### config.mk
export PLATFORM = sky130hd
export DESIGN_NAME = led_mode_ctrl
export DESIGN_NICKNAME = d
export VERILOG_FILES = /design/src/rtl/key_led_pkg.sv /design/src/rtl/key_edge_det.sv /design/src/rtl/led_mode_ctrl.sv
export SDC_FILE = /design/constraint.sdc
export NUM_CORES = 1
export LEC_CHECK = 0
export CORE_MARGIN = 1.5
export CORE_UTILIZATION = 45
export DETAILED_ROUTE_END_ITERATION = 10
export MAX_ROUTING_LAYER = met4
export PLACE_DENSITY = 0.65
export SLEW_MARGIN = 5
export SYNTH_ARGS = -nofsm -noshare
export SYNTH_HDL_FRONTEND = slang
export SYNTH_SLANG_ARGS = --single-unit
export TNS_END_PERCENT = 10
### constraint.sdc
create_clock -name clk -period 2.95 [get_ports clk]
set_input_delay 0.4425 -clock clk [delete_from_list [all_inputs] [get_ports clk]]
set_output_delay 0.4425 -clock clk [all_outputs]
set_load 0.02 [all_outputs]
### src/rtl/key_led_pkg.sv
// Shared constants for the key-driven LED mode controller: mode encoding,
// LED width, and helpers for mode sequencing and mode-entry LED patterns.
package key_led_pkg;

    localparam int LED_W = 4;

    typedef enum logic [1:0] {
        MODE_OFF   = 2'd0,
        MODE_ON    = 2'd1,
        MODE_BLINK = 2'd2,
        MODE_RUN   = 2'd3
    } mode_e;

    // Mode sequence: OFF -> ON -> BLINK -> RUN -> OFF
    function automatic mode_e next_mode(input mode_e m);
        mode_e r;
        case (m)
            MODE_OFF:   r = MODE_ON;
            MODE_ON:    r = MODE_BLINK;
            MODE_BLINK: r = MODE_RUN;
            default:    r = MODE_OFF;
        endcase
        return r;
    endfunction

    // LED pattern loaded when a mode is entered
    function automatic logic [LED_W-1:0] entry_led(input mode_e m);
        logic [LED_W-1:0] r;
        case (m)
            MODE_ON:    r = {LED_W{1'b1}};
            MODE_BLINK: r = {LED_W{1'b1}};
            MODE_RUN:   r = {{(LED_W-1){1'b0}}, 1'b1};
            default:    r = '0;
        endcase
        return r;
    endfunction

endpackage

### src/rtl/key_edge_det.sv
// Falling-edge press detector for one debounced, active-low key.
// The key is sampled into two stages; a press is stage0 low with stage1 high.
// The armed flag stays low after reset until the key has been sampled high,
// so a key already held down when reset is released never reads as a press.
module key_edge_det (
    input  logic clk,
    input  logic rst_n,
    input  logic key_n,
    output logic press
);

    logic stage0_q;
    logic stage1_q;
    logic armed_q;

    // Sample the key and remember whether it has been seen released since reset
    always_ff @(posedge clk or negedge rst_n) begin
        if (!rst_n) begin
            stage0_q <= 1'b1;
            stage1_q <= 1'b1;
            armed_q  <= 1'b0;
        end else begin
            stage0_q <= key_n;
            stage1_q <= stage0_q;
            armed_q  <= armed_q | key_n;
        end
    end

    assign press = armed_q && !stage0_q && stage1_q;

endmodule

### src/rtl/led_mode_ctrl.sv
// Key-driven LED pattern controller: mode key cycles OFF/ON/BLINK/RUN, speed
// key selects step period TICK_DIV >> speed, pause key freezes the pattern.
// TICK_DIV must be at least 8 so every speed setting has a period >= 1.
module led_mode_ctrl
    import key_led_pkg::*;
#(
    parameter int TICK_DIV = 25_000_000
) (
    input  logic             clk,
    input  logic             rst_n,
    input  logic             key_mode,
    input  logic             key_speed,
    input  logic             key_pause,
    output logic [LED_W-1:0] led,
    output logic [1:0]       mode,
    output logic [1:0]       speed,
    output logic             paused
);

    localparam int CNT_W = $clog2(TICK_DIV);
    localparam int N_KEY = 3;

    logic [N_KEY-1:0] keys_n;
    logic [N_KEY-1:0] press;

    mode_e            mode_q;
    mode_e            mode_d;
    logic [1:0]       speed_q;
    logic             paused_q;
    logic [CNT_W-1:0] cnt_q;
    logic [CNT_W-1:0] cnt_d;
    logic [CNT_W-1:0] last_cnt;
    logic [LED_W-1:0] led_q;

    logic mode_press;
    logic speed_press;
    logic pause_press;
    logic cnt_clear;
    logic step;

    assign keys_n = {key_pause, key_speed, key_mode};

    generate
        for (genvar gi = 0; gi < N_KEY; gi++) begin : g_key
            key_edge_det u_key_edge_det (
                .clk   (clk),
                .rst_n (rst_n),
                .key_n (keys_n[gi]),
                .press (press[gi])
            );
        end
    endgenerate

    assign mode_press  = press[0];
    assign speed_press = press[1];
    assign pause_press = press[2];

    // A mode or speed press restarts the period, so the new timing applies at once
    assign cnt_clear = mode_press | speed_press;
    assign last_cnt  = CNT_W'((TICK_DIV >> speed_q) - 1);
    assign step      = !paused_q && !cnt_clear && (cnt_q == last_cnt);
    assign cnt_d     = (cnt_q == last_cnt) ? '0 : cnt_q + CNT_W'(1);
    assign mode_d    = next_mode(mode_q);

    // Mode FSM with speed index, pause flag, step counter and LED pattern
    always_ff @(posedge clk or negedge rst_n) begin
        if (!rst_n) begin
            mode_q   <= MODE_OFF;
            speed_q  <= 2'd0;
            paused_q <= 1'b0;
            cnt_q    <= '0;
            led_q    <= '0;
        end else begin
            if (mode_press) begin
                mode_q <= mode_d;
                led_q  <= entry_led(mode_d);
            end else if (step) begin
                case (mode_q)
                    MODE_BLINK: led_q <= ~led_q;
                    MODE_RUN:   led_q <= {led_q[LED_W-2:0], led_q[LED_W-1]};
                    default:    led_q <= led_q;
                endcase
            end

            if (speed_press) begin
                speed_q <= speed_q + 2'd1;
            end

            // A mode change always leaves the controller running
            if (mode_press) begin
                paused_q <= 1'b0;
            end else if (pause_press) begin
                paused_q <= !paused_q;
            end

            if (cnt_clear) begin
                cnt_q <= '0;
            end else if (!paused_q) begin
                cnt_q <= cnt_d;
            end
        end
    end

    assign led    = led_q;
    assign mode   = mode_q;
    assign speed  = speed_q;
    assign paused = paused_q;

endmodule

==> results of run 1 <==
==> power groups by stage <==
| stage | registers (mW) | logic (mW) | clock network (mW) |
|---|---|---|---|
| 2_1_floorplan | 0.811 | 0.425 | 0 |
| 3_3_place_gp | 0.757 | 0.733 | 0 |
| 3_5_place_dp | 0.762 | 0.745 | 0 |
| 4_1_cts | 0.750 | 0.749 | 0.427 |
| 5_1_grt | 0.765 | 0.848 | 0.443 |
| 6_report | 0.749 | 0.751 | 0.408 |
==> per-layer routing <==
metal | part of all wire | routed length, µm | up-vias
li1 | - | - | 1027
met3 | 0.039 | 219 | 5
met1 | 0.48 | 2680 | 1013
met5 | 0 | 0 | -
met2 | 0.47 | 2610 | 36
met4 | 0.0092 | 51 | 0
==> critical path, cell delays in order, from the launching register on <==
cell and delay (ns):
dfrtp_2 0.43, inv_2 0.09, ha_4 0.14, inv_2 0.04, ha_1 0.29, xnor2_1 0.12
or4_1 0.41, or4_4 0.55, nor4_4 0.41, mux2i_1 0.23, a21oi_1 0.09
==> cells in the final DEF (no fill, tap or decap), drive strengths merged, types with 4 or more instances in the layout <==
cell,count
nand3,16
clkbuf,5
a21oi,26
nand2,20
a31oi,11
xor2,4
dfrtp,37
inv,16
and3b,6
nor2,8
clkdlybuf4s50,12
o21ai,15
buf,12
ha,13
xnor2,5
nor3,8
and4,4
a41oi,5
and3,9
or3,9
dfstp,6
a21o,4
==> final cells by class <==
cell class | count | area share
multi-input combinational | 201 | 0.469
sequential | 43 | 0.377
timing repair buffer | 24 | 0.0734
tap | 70 | 0.0304
clock buffer | 5 | 0.0239
inverter | 13 | 0.0169
clock inverter | 3 | 0.00912
==> worst paths after layout <==
path	slack, ns	startpoint	depth (start not counted)	to
worst max-delay path	0.04	speed[0]	10	led[0]
worst min-delay path	0.28	rst_n	1	g_key[2].u_key_edge_det.armed_q
worst max register to register	0.04	speed[0]	10	led[0]
worst min register to register	0.37	g_key[1].u_key_edge_det.stage0_q	0	g_key[1].u_key_edge_det.stage1_q
max in group asynchronous	2.02	rst_n	1	speed[0]
min in group clk	0.37	g_key[1].u_key_edge_det.stage0_q	0	g_key[1].u_key_edge_det.stage1_q
==> stage by stage <==
step / instances / TNS (ns) / worst slack, ns / hold WS [ns] / power [mW]
finish: 359 / 0 / 0.0390 / 0.277 / 1.91
global route: 359 / -0.587 / -0.0830 / 0.374 / 2.06
detailed placement: 350 / 0 / 0.0392 / 0.358 / 1.51
CTS: 358 / 0 / 0.0113 / 0.318 / 1.93
floorplan: 266 / 0 / 0.00161 / 0.147 / 1.24
global placement: 350 / 0 / 0.112 / 0.354 / 1.49
==> registers in the layout, summed over array words and instances, names as in the netlist <==
name / count
cnt_q: 25
g_key.u_key_edge_det.armed_q: 3
led: 4
mode: 2
g_key.u_key_edge_det.stage1_q: 3
paused: 1
g_key.u_key_edge_det.stage0_q: 3
speed: 2
==> cell usage after synthesis (2+ instances only) <==
master | number | share of area
o2111ai_1 | 2 | 0.0070
and4_1 | 4 | 0.014
a31oi_1 | 11 | 0.028
dfstp_2 | 6 | 0.063
nor3b_1 | 3 | 0.0090
ha_1 | 13 | 0.065
a31o_2 | 3 | 0.011
nor3_1 | 8 | 0.016
o22ai_1 | 2 | 0.0050
xnor2_1 | 5 | 0.018
a21o_1 | 4 | 0.012
or3_1 | 9 | 0.023
nand3_1 | 16 | 0.032
or2b_1 | 2 | 0.0060
xor2_1 | 4 | 0.014
dfrtp_1 | 37 | 0.37
nand2b_1 | 3 | 0.0075
nand2_1 | 20 | 0.030
and3b_1 | 6 | 0.021
inv_1 | 13 | 0.020
nor4_1 | 2 | 0.0050
o21ai_0 | 14 | 0.028
and2_1 | 2 | 0.0050
nand3b_1 | 2 | 0.0060
or2_2 | 3 | 0.0075
nor2_1 | 8 | 0.012
buf_2 | 2 | 0.0040
a41oi_1 | 5 | 0.018
a21oi_1 | 26 | 0.052
clkbuf_1 | 7 | 0.011
and3_1 | 9 | 0.023
==> logic make-up after synthesis <==
kind of cell             count (synthesis)
buffers and inverters                   23
multiplexers                             1
flip-flops                              43
AO/OA/AOI/OAI                           74
adder cells (fa/ha/maj)                 13
XOR/XNOR                                 9
AND/OR/NAND/NOR                        103
==> implementation parameters, run 1 <==
Parameter                              Value

Power and ir drop
  Net Sw Frac ... 0.378
  Share of total power in sequential cells ... 0.393
  Net switching power figure ... about 0.72 mW
  Clock Power Share ... 0.214
  Part of the power in combinational logic ... 0.394
  Total internal power ... between 1 and 1.5 mW
  Cell leakage power ... 1.26 nW
  Power density over cell area ... 662 nW/µm²
  Peak supply drop ... 0.000364 V

Floorplan
  Die Width ... 77.5 µm
  Effective utilization at floorplan ... 0.477
  Die Height ... 77.5 µm
  Ports ... 14
  Total Die Area ... 6000 µm²
  Row count ... 26
  Core footprint ... 5240 µm²

STA
  Fin Clk Skew ... ~0.0082 ns
  Pins over their slew limit ... 0
  Highest achievable clock rate ... 344 MHz
  Tcrit/Tclk final ... 0.987
  Setup repair after global routing missed its margin ... true
  Slew @ Worst Pin ... 0.961 ns
  Final critical delay including setup and external delays ... 2.91 ns
  Number of failing hold endpoints at the final stage ... 0
  Final setup vio count ... 0
  Max-slew headroom ... 0.359

Critical path
  Crit-path max FO ... 7
  Critical path endpoint category ... register
  Arrival time of the worst setup path ... just over 3 ns
  Crit Path Class ... register to register
  Data required time at the worst endpoint ... 3.14 ns
  Element type at the critical path start ... register

Clock network
  Clock root buffer ... clkbuf_8
  Number of sinks handled by clock tree synthesis ... 43
  Count of H-tree levels built during CTS ... 2
  CTS tree ... built
  Clk buf depth ... 2
  CTS hold repair buffers ... 0
  Clock latency of the later-clocked register in the worst-skew pair ... 0.31 ns
  Number of instances resized during post-cts repair ... 0
  Number of buffers added for setup after CTS ... 0
  CTS clk-pin slew, worst paths ... ~0.09 ns
  Number of buffers added by the clock tree synthesis step ... 5

Synth
  Sequential cell area fraction in the yosys report ... 0.434
  Number of enable-type register cells in the synthesized netlist ... 0
  Compound-gate portion of the synthesized area ... 0.184
  Xor and xnor area share after synthesis ... 0.0316
  Mux contribution to synthesized area ... 0.00401
  Prevailing post-synth register cell ... dfrtp_1
  Adder-cell share of the synthesized area ... 0.0652
  Total standard cell area after synthesis ... 2500 µm²
  Share of synthesized cell area in and, or, nand and nor gates ... 0.243
  Mapped Nets ... 284
  Total of warnings raised by yosys ... 0
  Post-synthesis cell count ... 266
  Synthesis-stage register bit count ... 43
  Proportion of register bits with asynchronous set or reset after synthesis ... 1.00
  Number of distinct standard cells referenced by the synthesized netlist ... 46
  Average cell area after synthesis ... 9.38 µm²
  Dominant combinational cell family by area after synthesis ... simple AND/OR/NAND/NOR gates

Global routing
  Total overflow reported by the global router ... 0
  GRT Util Overall ... 0.210
  Largest net degree at the start of global routing ... 44
  Vias in the first global route ... 2051
  Met1 capacity usage during global routing ... 0.296
  Wire length of the first global-routing pass ... ~9.9 mm
  Global routing usage on met3 ... 0.0318
  Busiest metal layer after global routing ... met2
  GR Util met2 ... 0.317
  Initial antenna violation count ... 0

Route
  Drt wl/cell ... 15.5 µm
  Via/cell ratio ... around 5.8
  1st-pass router iterations ... 4
  Final Routed Wirelength ... 5.56 mm
  Antenna violation net count after detailed routing ... 0
  Initial DRC count ... ~120
  Final routed DRC violation total ... 0
  Routed vias ... 2081

Finish
  Share of layout cells above drive strength 1 ... 0.152
  Seq. cell area ... 1090 µm²
  # fillers ... about 500
  Count of nets after finishing ... 306
  Area growth from synthesis to final layout ... 15.4%
  Antenna diode instance count ... 0
  Final std cell area, no fill ... 2880 µm²
  Fin util ... 0.550
  Area of the multi-input gates ... 1350 µm²

Placed design
  Area after DPL ... 2770 µm²
  Half-perimeter wire length after placement ... 3.96 mm
  Count of buffers inserted at the top-level ports ... 13
  Final weighted congestion in routability-driven placement ... a little over 0.8

Outcome
  Run status ... finished, final reports clean

Min path
  Min-delay worst type ... input pin to async pin

Flow run
  Number of max-cap violations ... 0
(Power assumes the default switching activity.)
==> run 2: changes to the inputs <==
Settings changed: CORE_MARGIN 1.5 to 2, CORE_UTILIZATION 45 to 53, PLACE_DENSITY 0.65 to 0.75.
==> implementation parameters, run 2 (same netlist as run 1, synthesis figures left out) <==
Parameter                              Value

Outcome
  Run status ... finished, final reports clean

Placed design
  Total instance count after detailed placement ... 330
  Final weighted congestion in routability-driven placement ... 0.888
  Area after DPL ... 2730 µm²
  Half-perimeter wire length after placement ... around 3.9 mm
  Count of buffers inserted at the top-level ports ... 13

Route
  Antenna violation net count after detailed routing ... 0
  Via/cell ratio ... around 6.1
  1st-pass router iterations ... 4
  Routed vias ... around 2100
  Initial DRC count ... between 100 and 150
  Drt wl/cell ... 16.3 µm
  Final Routed Wirelength ... ~5.5 mm
  Final routed DRC violation total ... 0

Global routing
  Initial antenna violation count ... 0
  Total overflow reported by the global router ... 0
  GRT Util Overall ... 0.230
  Wire length of the first global-routing pass ... about 9.1 mm
  Vias in the first global route ... 1897
  Largest net degree at the start of global routing ... 33

Min path
  Min-delay worst type ... input pin to async pin

Critical path
  Cell type group with the largest total delay on the critical path ... simple AND/OR/NAND/NOR gates
  Length in cells of the worst reg-to-reg path ... 11
  Reg2reg end ... cnt_q[2]
  Register-to-register setup slack ... 0.11 ns
  Most prevalent standard cell on the critical path ... inv_2
  Crit-path max FO ... 14
  Critical path depth in cells ... 11
  Start point of the critical path ... speed[0]
  Number of buffer and inverter stages on the critical path ... 3
  Critical-path cell list ... inv_2 -> ha_4 -> inv_2 -> ha_1 -> xnor2_1 -> or4_1 -> or4_4 -> o21a_4 -> buf_4 -> a21oi_1 -> a31oi_1
  Critical path endpoint category ... register
  Crit Path Class ... register to register
  Slowest Stage Delay on Critical Path ... 0.55 ns
  Worst R2R Start ... speed[0]
  Data required time at the worst endpoint ... about 3.1 ns
  Capturing element of the worst setup path ... cnt_q[2]
  Element type at the critical path start ... register
  Arrival time of the worst setup path ... 2.99 ns
  Crit path max-delay cell type ... or4_4

STA
  Slew @ Worst Pin ... 0.736 ns
  Max-slew headroom ... 0.509
  Final setup vio count ... 0
  Fin Clk Skew ... 0.00517 ns
  Final critical delay including setup and external delays ... 2.84 ns
  Pins over their slew limit ... 0
  Number of failing hold endpoints at the final stage ... 0
  Highest achievable clock rate ... around 350 MHz
  Setup repair after global routing missed its margin ... true
  Tcrit/Tclk final ... 0.961

Finish
  Antenna diode instance count ... 0
  Area of the multi-input gates ... 1350 µm²
  Non-filler cells in the finished layout ... 341
  Fin util ... 0.647
  Share of layout cells above drive strength 1 ... 0.152
  Count of nets after finishing ... 306
  Area growth from synthesis to final layout ... 15.2%
  Largest register FFs ... 25
  Seq. cell area ... 1090 µm²
  Final std cell area, no fill ... ~2900 µm²
  Leading cell type in the layout, fill and taps excluded ... dfrtp_1
  # fillers ... 382
  Commonest cells after routing, fill and taps aside ... 35 x dfrtp_1, 26 x a21oi_1, 20 x nand2_1
  Most flops, register ... cnt_q

Floorplan
  Total Die Area ... 5270 µm²
  Die Width ... between 70 and 80 µm
  Effective utilization at floorplan ... 0.562
  Row count ... 24
  Ports ... 14
  Core footprint ... between 4000 and 5000 µm²
  Die Height ... roughly 73 µm

Clock network
  Count of H-tree levels built during CTS ... 2
  CTS clk-pin slew, worst paths ... 0.08 ns
  Clock latency of the later-clocked register in the worst-skew pair ... 0.30 ns
  Clock root buffer ... clkbuf_8
  CTS tree ... built
  Clk buf depth ... 2
  CTS hold repair buffers ... 0
  Number of buffers added by the clock tree synthesis step ... 5
  Number of sinks handled by clock tree synthesis ... 43

Flow run
  Number of max-cap violations ... 0

Power and ir drop
  Power density over cell area ... ~700 nW/µm²
  Peak supply drop ... 0.000383 V
  Power, Total ... 1.97 mW
  Cell leakage power ... 1.27 nW
## run 2: cell types whose count changed in the layout (fill, tap and decap cells not counted), sizes merged
cell,change
clkbuf,+1
inv,-3
bufinv,+1
clkinv,+1
## run 2: how the worst min path moves through the flow
stage | start | to | cells past startpoint
floorplan | rst_n | cnt_q[0] | 0
global placement | g_key[1].u_key_edge_det.stage0_q | g_key[1].u_key_edge_det.stage1_q | 0
detailed placement | g_key[1].u_key_edge_det.stage0_q | g_key[1].u_key_edge_det.stage1_q | 0
CTS | rst_n | cnt_q[0] | 1
global route | rst_n | cnt_q[0] | 1
finish | rst_n | cnt_q[18] | 1
## run 2: repair_timing
| item | CTS | global route |
|---|---|---|
| resized for setup | 0 | 1 |
| endpoints found under the setup margin | 0 | 9 |
| buffers inserted | 0 | 2 |
| hold endpoints to repair | 0 | 0 |
## run 2: where the power goes
group	internal, mW	switching (mW)
clock	0.274	0.200
combinational	0.341	0.402
sequential	0.664	0.0893
total	1.28	0.691
## run 2: final cells by class
class                      count  area share
multi-input combinational    201       0.470
sequential                    43       0.378
timing repair buffer          24      0.0722
clock buffer                   6      0.0287
tap                           52      0.0226
inverter                      13      0.0170
clock inverter                 2      0.0122
## run 2: stage by stage
| stage | hold slack, ns | setup WS [ns] | TNS, ns |
|---|---|---|---|
| 2_1_floorplan | 0.147 | 0.00161 | 0 |
| 5_1_grt | 0.263 | -0.0169 | -0.0169 |
| 3_3_place_gp | 0.356 | 0.114 | 0 |
| 4_1_cts | 0.219 | 0.0505 | 0 |
| 6_report | 0.202 | 0.114 | 0 |
| 3_5_place_dp | 0.358 | 0.0668 | 0 |
## run 2: per-layer routing
| layer | vias up | track usage | wire length, µm |
|---|---|---|---|
| met4 | 0 | 0.0679 | 87 |
| met3 | 11 | 0.0470 | 268 |
| met5 | - | - | 0 |
| met1 | 1008 | 0.316 | 2690 |
| met2 | 57 | 0.345 | 2500 |
| li1 | 1020 | - | - |
## run 2: worst reg2reg max path: cells and delay by family (launching register included)
kind                     cells  cell delay [ns]
flip-flops                   1             0.43
AO/OA/AOI/OAI                3             0.51
buffers and inverters        3             0.28
adder cells (fa/ha/maj)      2             0.42
XOR/XNOR                     1             0.12
AND/OR/NAND/NOR              2             0.94
